[src/rtl/accum_readout.sv]
// Readout engine: snapshots the packed accumulator sums on start and streams them
// as a framed byte sequence (A5 5A, little-endian points, checksum) over valid/ready.
module accum_readout #(
    parameter int POINTS = 8
) (
    input  logic                  clk,
    input  logic                  rst,
    input  logic [29*POINTS-1:0]  sum,
    input  logic                  start,
    output logic                  busy,
    output logic [7:0]            tx_data,
    output logic                  tx_valid,
    input  logic                  tx_ready,
    output logic                  done,
    output logic                  overrun
);

    localparam int PW = (POINTS > 1) ? $clog2(POINTS) : 1;
    localparam logic [PW-1:0] LAST_POINT = PW'(POINTS - 1);

    typedef enum logic [2:0] {
        IDLE,
        HDR0,
        HDR1,
        DATA,
        CSUM
    } state_t;

    state_t                   state;
    state_t                   state_next;
    logic [POINTS-1:0][28:0]  shadow;
    logic [POINTS-1:0][28:0]  shadow_next;
    logic [PW-1:0]            point_idx;
    logic [PW-1:0]            point_idx_next;
    logic [1:0]               byte_idx;
    logic [1:0]               byte_idx_next;
    logic [7:0]               csum;
    logic [7:0]               csum_next;
    logic [28:0]              cur_point;
    logic [7:0]               tx_data_next;
    logic                     busy_next;
    logic                     tx_valid_next;
    logic                     done_next;
    logic                     overrun_next;
    logic                     xfer;

    assign xfer = tx_valid && tx_ready;

    // State register; the outputs are registered alongside so nothing reaches a port combinationally.
    always_ff @(posedge clk) begin
        if (rst) begin
            state     <= IDLE;
            shadow    <= '0;
            point_idx <= '0;
            byte_idx  <= '0;
            csum      <= '0;
            busy      <= 1'b0;
            tx_valid  <= 1'b0;
            tx_data   <= 8'h00;
            done      <= 1'b0;
            overrun   <= 1'b0;
        end else begin
            state     <= state_next;
            shadow    <= shadow_next;
            point_idx <= point_idx_next;
            byte_idx  <= byte_idx_next;
            csum      <= csum_next;
            busy      <= busy_next;
            tx_valid  <= tx_valid_next;
            tx_data   <= tx_data_next;
            done      <= done_next;
            overrun   <= overrun_next;
        end
    end

    always_comb begin
        state_next     = state;
        shadow_next    = shadow;
        point_idx_next = point_idx;
        byte_idx_next  = byte_idx;
        csum_next      = csum;
        case (state)
            IDLE: begin
                if (start) begin
                    state_next     = HDR0;
                    shadow_next    = sum;
                    point_idx_next = '0;
                    byte_idx_next  = '0;
                    csum_next      = '0;
                end
            end
            HDR0: if (xfer) state_next = HDR1;
            HDR1: if (xfer) state_next = DATA;
            DATA: begin
                if (xfer) begin
                    csum_next     = csum + tx_data;
                    byte_idx_next = byte_idx + 2'd1;
                    if (byte_idx == 2'd3) begin
                        if (point_idx == LAST_POINT) begin
                            state_next = CSUM;
                        end else begin
                            point_idx_next = point_idx + PW'(1);
                        end
                    end
                end
            end
            CSUM: if (xfer) state_next = IDLE;
            default: state_next = IDLE;
        endcase
    end

    // Outputs are derived from next-cycle state so the byte on tx_data holds steady through stalls.
    always_comb begin
        cur_point     = shadow_next[point_idx_next];
        busy_next     = (state_next != IDLE);
        tx_valid_next = (state_next != IDLE);
        done_next     = (state == CSUM) && xfer;
        overrun_next  = overrun || (start && busy);
        tx_data_next  = 8'h00;
        case (state_next)
            HDR0: tx_data_next = 8'hA5;
            HDR1: tx_data_next = 8'h5A;
            DATA: begin
                case (byte_idx_next)
                    2'd0: tx_data_next = cur_point[7:0];
                    2'd1: tx_data_next = cur_point[15:8];
                    2'd2: tx_data_next = cur_point[23:16];
                    2'd3: tx_data_next = {3'b000, cur_point[28:24]};
                endcase
            end
            CSUM:    tx_data_next = csum_next;
            default: tx_data_next = 8'h00;
        endcase
    end

endmodule

[config.mk]
export PLATFORM = sky130hd
export DESIGN_NAME = accum_readout
export DESIGN_NICKNAME = d
export VERILOG_FILES = /design/src/rtl/accum_readout.sv
export SDC_FILE = /design/constraint.sdc
export NUM_CORES = 1
export LEC_CHECK = 0
export CAP_MARGIN = 20
export CORE_MARGIN = 8
export CORE_UTILIZATION = 52
export DETAILED_ROUTE_END_ITERATION = 6
export PLACE_DENSITY_LB_ADDON = 0.25
export SLEW_MARGIN = 20
export SYNTH_ARGS = -nofsm -noshare
export SYNTH_HDL_FRONTEND = slang
export SYNTH_SLANG_ARGS = --single-unit
export TNS_END_PERCENT = 20
[constraint.sdc]
create_clock -name clk -period 3.3 [get_ports clk]
set_input_delay 0.33 -clock clk [delete_from_list [all_inputs] [get_ports clk]]
set_output_delay 0.33 -clock clk [all_outputs]
set_load 0.02 [all_outputs]
# Yosys cells after proc, flatten, opt, wreduce, memory -nomap -nowiden
# Cells that the tools add are included.
# Widths: inputs -> output; s select.
# classes
add_sub_neg	3
n_reduce_logical	7
order_cmp	1
n_eq_ne	13
mux	25
# op_table
op	count
$mux 232	2
$bmux 29 s3	1
$pmux 8 s4	2
$mux 3	11
$mux 29	1
$mux 8	2
$pmux 8 s2	1
$pmux 3 s5	1
$eq 3x2->1 const B	4
$eq 3x3->1 const B	3
$add 8x8->8	1
$eq 2x2->1 const B	3
$eq 3x1->1 const B	2
$pmux 3 s2	1
$lt 3x4->1 const B	1
$mux 2	2
$pmux 2 s2	1
$add 3x1->3 const B	1
$logic_and 1x1->1	3
$logic_not 3->1	1
$reduce_bool 3->1	1
$add 2x1->2 const B	1
$eq 2x1->1 const B	1
$logic_not 2->1	1
$logic_or 1x1->1	1
# word_totals
regBits	259
wordCells	65

# Longest topological paths before layout
# Gate-level depths: netlist (run 1).
# depth
depth_word	9
ltp_mapped	12
mapped_depth_nobuf	11

# Worst setup path after synthesis (run 1)
# OpenSTA, ideal clock, no wires.
# synth_path
kind	register to register
from	reg point_idx[0]
to	reg tx_data[0]
stages_incl_launch_ff	11
required_ns	3.166
setup_time_ns	0.134
setup_slack_ns	0.545
period_less_slack_ns	2.755
path_buffers	1
arrival_time_ns	2.620
cell_sequence	dfxtp_1 > ha_1 > a21bo_2 > or4_4 > buf_2 > and3_1 > a211oi_1 > a211oi_1 > or3_1 > nor4_2 > a32oi_1
# synth_via
elab_chain_len	9
elab_cells_between_ends	19
cone_classes	add/sub (1); eq/ne (5); mux (13)
# synth_lines
element	line_no	text
start, declared	33	logic [PW-1:0] point_idx;
start signal, assigned	65	point_idx <= point_idx_next;
$add 3x1->3 or $eq 3x3->1 (tied branches)	102, 99	
$mux 3	99	if (point_idx == LAST_POINT) begin
$mux 3	98	if (byte_idx == 2'd3) begin
$mux 3	95	if (xfer) begin
$pmux 3 s2	82	case (state)
$bmux 29 s3	114	cur_point = shadow_next[point_idx_next];
$mux 29 (implied by the code)	114	
$pmux 8 s4	124	case (byte_idx_next)
$pmux 8 s4 (*)	120	case (state_next)
end signal, assigned	70	tx_data <= tx_data_next;
end, declared	11	output logic [7:0] tx_data,
# Every way passes the cells marked *; elsewhere a longest branch is shown, timed or not. The select of a mux whose other input is x is not followed.
# A chain may end at the register's enable or synchronous reset.

# Worst setup path in the final report (run 1)
# layout_path
from	reg byte_idx[1]
to	reg tx_data[4]
# layout_via
elab_chain_len	8
elab_cells_between_ends	23
cone_classes	add/sub (1); eq/ne (8); mux (13); reduce/logical (1)
# layout_lines
element	line_no	text
start, declared	35	logic [1:0] byte_idx;
start signal, assigned	66	byte_idx <= byte_idx_next;
$eq 2x2->1	98	
$mux 3	98	
$mux 3	95	
$pmux 3 s2	82	
$bmux 29 s3	114	
$mux 29 (implied by the code)	114	
$pmux 8 s4	124	
$pmux 8 s4 (*)	120	
# Marks and branches as above.

==> flow_summary.json, run 1 <==
{
  "worstHoldPathType": "in2reg",
  "gr-total-overflow": 0,
  "postSynthNetCount": 1997,
  "cts_sinks": 259,
  "yosys.cell_types.count": 74,
  "async_flop_share_pct": 0,
  "setup_viol": 0,
  "grt_pass1_wl_um": 78400,
  "first_pass_iters": 7,
  "crit_required_ns": 3.72,
  "core_area_um2": 24100,
  "initial_utilization_pct": 52.6,
  "rrSetupSlack_ns": 0.06,
  "synthAdderAreaFrac_pct": 1.05,
  "drv_cap": 0,
  "slew_headroom_pct": 27.0,
  "fp.dieH_um": 172,
  "power_density_nw_per_um2": 473,
  "rr_worst_depth": 11,
  "min_period_ns": 3.24,
  "hp-start": "rst",
  "grt_pass1_vias": 13600,
  "worstSetupEndpointType": "flip-flop",
  "fmax_mhz": 308,
  "antenna_cells": 0,
  "antenna_found_initial": 0,
  "p_leak_uw": 0.00666,
  "drc": 0,
  "hold_viol": 0,
  "status": "complete, no violations",
  "die-area_um2": 29600,
  "drt_iter0_drc": 1689,
  "fin_nets": 2276,
  "worstSetupStartpoint": "byte_idx[1]",
  "period_share_pct": 98.3,
  "syn_area_per_cell_um2": 7.24,
  "dp_slack_ns": -0.399,
  "fp.dieW_um": 172,
  "via_per_inst": 5.97,
  "clock_skew_ns": 0.0265,
  "timing.rr.start": "byte_idx[1]",
  "std_cell_rows": 57,
  "dp_hpwl_um": 39900,
  "cts_setup_buffers": 0,
  "hold-worst-slack_ns": 0.193,
  "netlist_area_um2": 12700,
  "ys.warnings.count": 0,
  "synth_compound_area_share_pct": 23.1,
  "multiInputGateArea_um2": 6900,
  "yosysSeqAreaShare_pct": 40.9,
  "regArea_um2": 5180,
  "cts-buffers-inserted": 28,
  "num_vias": 14200,
  "cts_tree": "yes",
  "path_class": "reg2reg",
  "pin_count": 248,
  "synthCells": 1751,
  "crit_path_start_kind": "flip-flop",
  "area_growth_pct": 36.2,
  "postRouteAntennaNets": 0,
  "setup_ws_ns": 0.0557,
  "crit_fanout": 12,
  "htree_num_levels": 1,
  "grt_util_all_layers_pct": 34.4,
  "cts.clk_slew.worst_paths_ns": 0.07,
  "crit_arrival_ns": 3.67,
  "worst_skew_pair.late_latency_ns": 0.56,
  "portBuffers": 247,
  "gp_congestion": 0.977,
  "timing.rr.end": "tx_data[4]",
  "synthSimpleGateAreaFrac_pct": 27.1,
  "rsz0062_at_grt": "yes",
  "routed_wl_um": 52500,
  "grt_max_degree": 131,
  "drive_gt1_share_pct": 11.0,
  "ir_worst_vdd_v": 0.000432,
  "synth-seq-cells": 259,
  "synth_edf_count": 0,
  "maxSlewViolCount": 0,
  "fillCellCount": 1957,
  "synth_xor_area_share_pct": 0.276,
  "wl_per_cell_um": 22.1,
  "holdPathEnd": "csum[1]",
  "cts_root_buffer": "clkbuf_16",
  "ctsLongestPathBuffers": 3,
  "tightest_slew_ns": 1.09,
  "hold_path_depth": 2,
  "muxShareOfSynthArea_pct": 2.20,
  "synth_top_flop_cell": "dfxtp_1",
  "synth_top_family_by_area": "simple AND/OR/NAND/NOR gates"
}
-- cells in the final DEF, fill, tap and decap left out, types with 6 or more instances in the layout --
cell,netlist,routed
a211oi_1,36,36
nor3_1,28,28
o211ai_1,17,17
a31oi_1,37,36
clkbuf_16,0,29
ha_1,9,9
o21ai_0,44,42
buf_4,8,135
nand3_1,38,38
mux2i_1,20,20
nor2_1,55,55
nand2_1,623,623
a311oi_1,25,24
clkdlybuf4s50_1,0,246
clkbuf_8,0,6
clkbuf_1,85,7
a21oi_1,249,249
dfxtp_1,259,259
and3_1,45,45
buf_12,0,15
-- synth_stat cells, types with 8 or more instances --
cell type,n,area share (%)
clkbuf_1,85,2.5
o21ai_0,44,1.7
dfxtp_1,259,41
nand2_1,623,18
buf_4,8,0.47
nor3_1,28,1.1
nand3_1,38,1.5
a311oi_1,25,1.7
nor2_1,55,1.6
ha_1,9,0.89
a21oi_1,249,9.8
buf_1,8,0.24
o211ai_1,17,1.0
buf_2,44,1.7
mux2i_1,20,1.6
a211oi_1,36,2.1
and3_1,45,2.2
a31oi_1,37,1.8
-- logic make-up after synthesis --
kind of cell,count (synthesis)
AO/OA/AOI/OAI,477
buffers and inverters,152
multiplexers,25
adder cells (fa/ha/maj),10
AND/OR/NAND/NOR,824
XOR/XNOR,4
flip-flops,259
-- where the power goes --
group / internal (uW) / total [uW] / switching (uW)
Combinational: 609 / 1330 / 722
Sequential: 3340 / 3480 / 144
Clock: 2050 / 3360 / 1310
-- registers in the layout (all words and copies together), names as in the netlist --
name       flops
shadow       232
state          3
overrun        1
tx_valid       1
done           1
tx_data        8
byte_idx       2
point_idx      3
csum           8
-- layout make-up --
class                   count  share of cell area, %
flip-flops and latches    259                   30.0
inverters                   4                 0.0869
repair buffers            397                   21.9
multi-input cells        1340                   39.9
clock buffers              42                   4.83
clock inverters             9                  0.862
well taps                 324                   2.35
-- critical path: stages (launching register included) --
cell      delay [ns]
dfxtp_1         0.40
ha_1            0.23
a21bo_2         0.25
buf_4           0.16
o311ai_4        0.36
nand2_4         0.22
buf_4           0.23
a211oi_1        0.31
a311o_1         0.23
a21oi_1         0.13
o41ai_4         0.48
a32oi_1         0.11
-- through the flow --
step	cells	area (um^2)	power [uW]	TNS, ns	utilization, %
finish	2375	17300	8180	0	71.7
global route	2375	17300	8440	-0.0229	71.7
CTS	2375	17200	8160	0	71.5
detailed placement	2324	16200	4840	-0.745	67.4
global placement	2324	16200	4810	-0.721	67.4
floorplan	1751	12700	4160	0	-
-- metal layers --
layer	wire [um]	track usage, %
met2	25000	58.0
met3	4630	6.89
met5	0	0
met1	21100	43.6
met4	1750	10.9
-- how the worst max path moves through the flow --
| stage | end | cells past startpoint |
|---|---|---|
| after floorplan | tx_data[0] | 10 |
| after global placement | tx_data[4] | 10 |
| after detailed placement | tx_data[4] | 10 |
| after CTS | tx_data[4] | 11 |
| after global routing | tx_data[4] | 11 |
| final | tx_data[4] | 11 |
-- repair_timing --
item / CTS / global route
hold buffers: 0 / 0
resized for setup: 3 / 7
setup endpoints to repair: 2 / 6
pin swaps: 0 / 2
gates cloned: 0 / 0
(Power assumes the default switching activity.)
==> run 2, diff against run 1 <==
Settings changed: CAP_MARGIN 20 to 30, SKIP_LAST_GASP set to 1.
==> flow_summary.json, run 2 (synthesized netlist as in run 1, its figures left out) <==
{
  "final_cell_mix": "nand2_1, dfxtp_1, a21oi_1",
  "drc": 0,
  "cts_sinks": 259,
  "drt_iter0_drc": 1842,
  "postRouteAntennaNets": 0,
  "cts.clk_slew.worst_paths_ns": 0.07,
  "p_switching_uw": 2180,
  "wl_per_cell_um": 22.1,
  "tightest_slew_ns": 0.629,
  "fp.dieW_um": 172,
  "crit_fanout": 12,
  "sequentialPowerShare_pct": 42.6,
  "tns_ns": 0,
  "cts_root_buffer": "clkbuf_16",
  "cts_tree": "yes",
  "period_share_pct": 98.6,
  "rrSetupSlack_ns": 0.05,
  "maxSlewViolCount": 0,
  "dp_hpwl_um": 39900,
  "cts-buffers-inserted": 28,
  "rsz0062_at_grt": "yes",
  "power_density_nw_per_um2": 472,
  "pin_count": 248,
  "die-area_um2": 29600,
  "status": "complete, no violations",
  "p_leak_uw": 0.00668,
  "gp_congestion": 0.977,
  "path_class": "reg2reg",
  "gr-total-overflow": 0,
  "first_pass_iters": 5,
  "grt_pass1_vias": 13600,
  "grt_max_degree": 131,
  "crit_required_ns": 3.72,
  "core_area_um2": 24100,
  "antenna_found_initial": 0,
  "initial_utilization_pct": 52.6,
  "min_period_ns": 3.25,
  "clockPowerShare_pct": 41.1,
  "worst_skew_pair.late_latency_ns": 0.56,
  "final_common_cell": "nand2_1",
  "ctsLongestPathBuffers": 3,
  "drv_cap": 0,
  "std_cell_rows": 57,
  "area_growth_pct": 36.5,
  "portBuffers": 247,
  "fillCellCount": 1954,
  "antenna_cells": 0,
  "fp.dieH_um": 172,
  "share_comb_of_total_power_pct": 16.4,
  "grt_util_all_layers_pct": 34.4,
  "setup_viol": 0,
  "routed_wl_um": 52600,
  "fmax_mhz": 307,
  "drive_gt1_share_pct": 11.0,
  "p_sw_share_pct": 26.6,
  "num_vias": 14200,
  "grt_pass1_wl_um": 78400,
  "worstHoldPathType": "in2reg",
  "cts-hold-fix-buffers": 0,
  "htree_num_levels": 1,
  "hold_viol": 0,
  "top_register": "shadow",
  "worstSetupEndpointType": "flip-flop",
  "intPower_uw": 6000,
  "top_regs": "shadow x232, csum x8, tx_data x8",
  "via_per_inst": 5.96,
  "cts_setup_buffers": 0,
  "ir_worst_vdd_v": 0.000433,
  "largest_reg_flops": 232,
  "fin_nets": 2278,
  "finalPower_uw": 8180,
  "slew_headroom_pct": 57.7,
  "crit_arrival_ns": 3.67,
  "crit_path_start_kind": "flip-flop",
  "clock_skew_ns": 0.0288
}
## run 2: cell count changes in the layout (fill, tap and decap cells not counted), sizes merged
cell,before,now
buf,151,153
## run 2: path summary, 6_finish.rpt
check / from / end / cells after the start
max reg2reg: byte_idx[1] / tx_data[4] / 11
max: byte_idx[1] / tx_data[4] / 11
min: rst / csum[1] / 2
min reg2reg: shadow[160] / shadow[160] / 2
## run 2: metrics by stage
| step | cell area [um^2] | instances | setup WS [ns] | util [%] | hold slack (ns) |
|---|---|---|---|---|---|
| finish | 17300 | 2377 | 0.0451 | 71.8 | 0.195 |
| global route | 17300 | 2377 | -0.0625 | 71.8 | 0.203 |
| CTS | 17200 | 2375 | -0.0564 | 71.5 | 0.170 |
| detailed placement | 16200 | 2324 | -0.399 | 67.4 | 0.445 |
| global placement | 16200 | 2324 | -0.310 | 67.4 | 0.438 |
| floorplan | 12700 | 1751 | 0.545 | - | 0.428 |
## run 2: layer usage
metal / vias up / routed length (um) / global-route usage (%)
met1: 6716 / 21000 / 43.6
met3: 112 / 4850 / 6.89
met4: 0 / 1700 / 10.9
li1: 6628 / - / -
met2: 706 / 25100 / 58.0
met5: - / 0 / 0
## run 2: final cells by class
class	instances	area, um^2	share of cell area [%]
clock inverters	9	149	0.860
repair buffers	399	3840	22.2
multi-input cells	1340	6890	39.8
inverters	4	15.0	0.0867
well taps	324	405	2.34
flip-flops and latches	259	5180	29.9
clock buffers	42	835	4.82
## run 2: power by group through the flow
| stage | registers, uW | clock network [uW] | logic (uW) |
|---|---|---|---|
| floorplan | 3490 | 0 | 668 |
| global placement | 3530 | 0 | 1280 |
| detailed placement | 3540 | 0 | 1300 |
| CTS | 3470 | 3370 | 1310 |
| global route | 3490 | 3510 | 1440 |
| finish | 3480 | 3360 | 1340 |
## run 2: repair_timing
| action | in CTS | in global routing |
|---|---|---|
| setup endpoints to repair | 2 | 6 |
| pin swaps | 0 | 1 |
| gates cloned | 0 | 0 |
| gates resized for setup | 2 | 4 |
## run 2: critical path, stage by stage, from the launching register on
cell	delay, ns
dfxtp_1	0.40
ha_1	0.23
a21bo_2	0.25
buf_4	0.16
o311ai_4	0.36
nand2_4	0.22
buf_4	0.23
a211oi_1	0.30
a311o_1	0.23
a21oi_1	0.13
o41ai_4	0.49
a32oi_1	0.12
==> run 3, diff against run 2 <==
Settings changed: SLEW_MARGIN 20 to unset.
==> flow_summary.json, run 3 (synthesized netlist as in run 1, its figures left out) <==
{
  "status": "complete, no violations",
  "std_cell_rows": 57,
  "grt_max_degree": 131,
  "routed_wl_um": 52600,
  "p_leak_uw": 0.00668,
  "gp_congestion": 0.977,
  "core_area_um2": 24100,
  "cts_sinks": 259,
  "final_cell_mix": "nand2_1, dfxtp_1, a21oi_1",
  "largest_reg_flops": 232,
  "drt_iter0_drc": 1939,
  "crit_slowest_cell": "or4_4",
  "worstSetupEndpointType": "flip-flop",
  "portBuffers": 247,
  "cts-hold-fix-buffers": 0,
  "regArea_um2": 5180,
  "postRouteAntennaNets": 0,
  "grt_pass1_vias": 13600,
  "maxSlewViolCount": 0,
  "cts-buffers-inserted": 28,
  "cp.buffers_inverters": 2,
  "cts_root_buffer": "clkbuf_16",
  "cp_slowest_stage_delay_ns": 0.57,
  "crit_fanout": 17,
  "drv_cap": 0,
  "cts_tree": "yes",
  "ir_worst_vdd_v": 0.000432,
  "antenna_found_initial": 0,
  "sequentialPowerShare_pct": 42.5,
  "crit_arrival_ns": 3.73,
  "wl_per_cell_um": 22.1,
  "power_density_nw_per_um2": 473,
  "post-route-util_pct": 71.8,
  "p_sw_share_pct": 26.7,
  "initial_utilization_pct": 52.6,
  "drive_gt1_share_pct": 11.0,
  "tightest_slew_ns": 0.679,
  "ctsLongestPathBuffers": 3,
  "crit_path_start_kind": "flip-flop",
  "setup_viol": 0,
  "die-area_um2": 29600,
  "p_switching_uw": 2190,
  "grt_util_all_layers_pct": 34.4,
  "clockPowerShare_pct": 41.2,
  "crit_chain": "ha_1, a21bo_2, or4_4, nand2_4, buf_12, buf_4, nand2_1, and3_1, a31oi_2, o22ai_1, o41ai_2",
  "cts_setup_buffers": 0,
  "dp_hpwl_um": 39900,
  "cts.clk_slew.worst_paths_ns": 0.06,
  "path_class": "reg2reg",
  "top_regs": "shadow x232, csum x8, tx_data x8",
  "fp.dieH_um": 172,
  "slew_headroom_pct": 54.3,
  "hold-worst-slack_ns": 0.195,
  "worstHoldPathType": "in2reg",
  "fillCellCount": 1940,
  "antenna_cells": 0,
  "pin_count": 248,
  "min_period_ns": 3.28,
  "intPower_uw": 6000,
  "crit_required_ns": 3.75,
  "rsz0062_at_grt": "yes",
  "first_pass_iters": 5,
  "via_per_inst": 5.96,
  "grt_pass1_wl_um": 78400,
  "share_comb_of_total_power_pct": 16.3,
  "multiInputGateArea_um2": 6890,
  "fin_nets": 2278,
  "period_share_pct": 99.4,
  "clock_skew_ns": 0.0315,
  "final_common_cell": "nand2_1",
  "num_vias": 14200,
  "critPathTopFamily": "compound AO/OA/AOI/OAI gates",
  "gr-total-overflow": 0,
  "fmax_mhz": 305,
  "worst_skew_pair.late_latency_ns": 0.57,
  "htree_num_levels": 1,
  "fp.dieW_um": 172,
  "area_growth_pct": 36.5,
  "hold_viol": 0,
  "top_register": "shadow",
  "drc": 0
}
## run 3: cell counts in the layout (fill, tap and decap cells not counted)
Identical to the previous run, type by type.
## run 3: worst paths after layout
path / end / start / slack (ns) / cells after the start
min: csum[3] / rst / 0.20 / 2
min reg2reg: shadow[14] / shadow[14] / 0.45 / 2
max reg2reg: tx_data[1] / byte_idx[1] / 0.02 / 11
max: tx_data[1] / byte_idx[1] / 0.02 / 11
## run 3: worst register-to-register path, stage by stage (launching register included)
cell and delay [ns]:
dfxtp_1 0.42, ha_1 0.24, a21bo_2 0.25, or4_4 0.57, nand2_4 0.23, buf_12 0.19, buf_4 0.15, nand2_1 0.05
and3_1 0.18, a31oi_2 0.29, o22ai_1 0.27, o41ai_2 0.36
## run 3: power by group through the flow
stage	clock network [uW]	logic, uW	registers (uW)
floorplan	0	668	3490
finish	3370	1340	3480
CTS	3370	1310	3470
global route	3510	1440	3490
detailed placement	0	1300	3540
global placement	0	1280	3530
## run 3: timing repair
action                     CTS  global route
resized for setup            2             4
setup endpoints to repair    2             6
pin swaps                    0             1
## run 3: metal layers
| metal | part of all wire [%] | track usage (%) |
|---|---|---|
| met5 | 0 | 0 |
| met4 | 3.4 | 10.9 |
| met3 | 9.0 | 6.89 |
| met2 | 48 | 58.0 |
| met1 | 40 | 43.6 |
## run 3: area by class of cell
| class | instances | area share, % |
|---|---|---|
| repair buffers | 399 | 22.2 |
| inverters | 4 | 0.0867 |
| clock buffers | 42 | 4.82 |
| multi-input cells | 1340 | 39.8 |
| clock inverters | 9 | 0.860 |
| well taps | 324 | 2.34 |
| flip-flops and latches | 259 | 29.9 |
## run 3: metrics by stage
stage	instance area (um^2)	setup TNS (ns)	instances	total power [uW]	setup slack (ns)
after floorplan	12700	0	1751	4160	0.545
after global placement	16200	-0.721	2324	4810	-0.310
after detailed placement	16200	-0.745	2324	4840	-0.399
after CTS	17200	-0.0564	2375	8160	-0.0564
after global routing	17300	-0.137	2377	8450	-0.0639
final	17300	0	2377	8190	0.0187
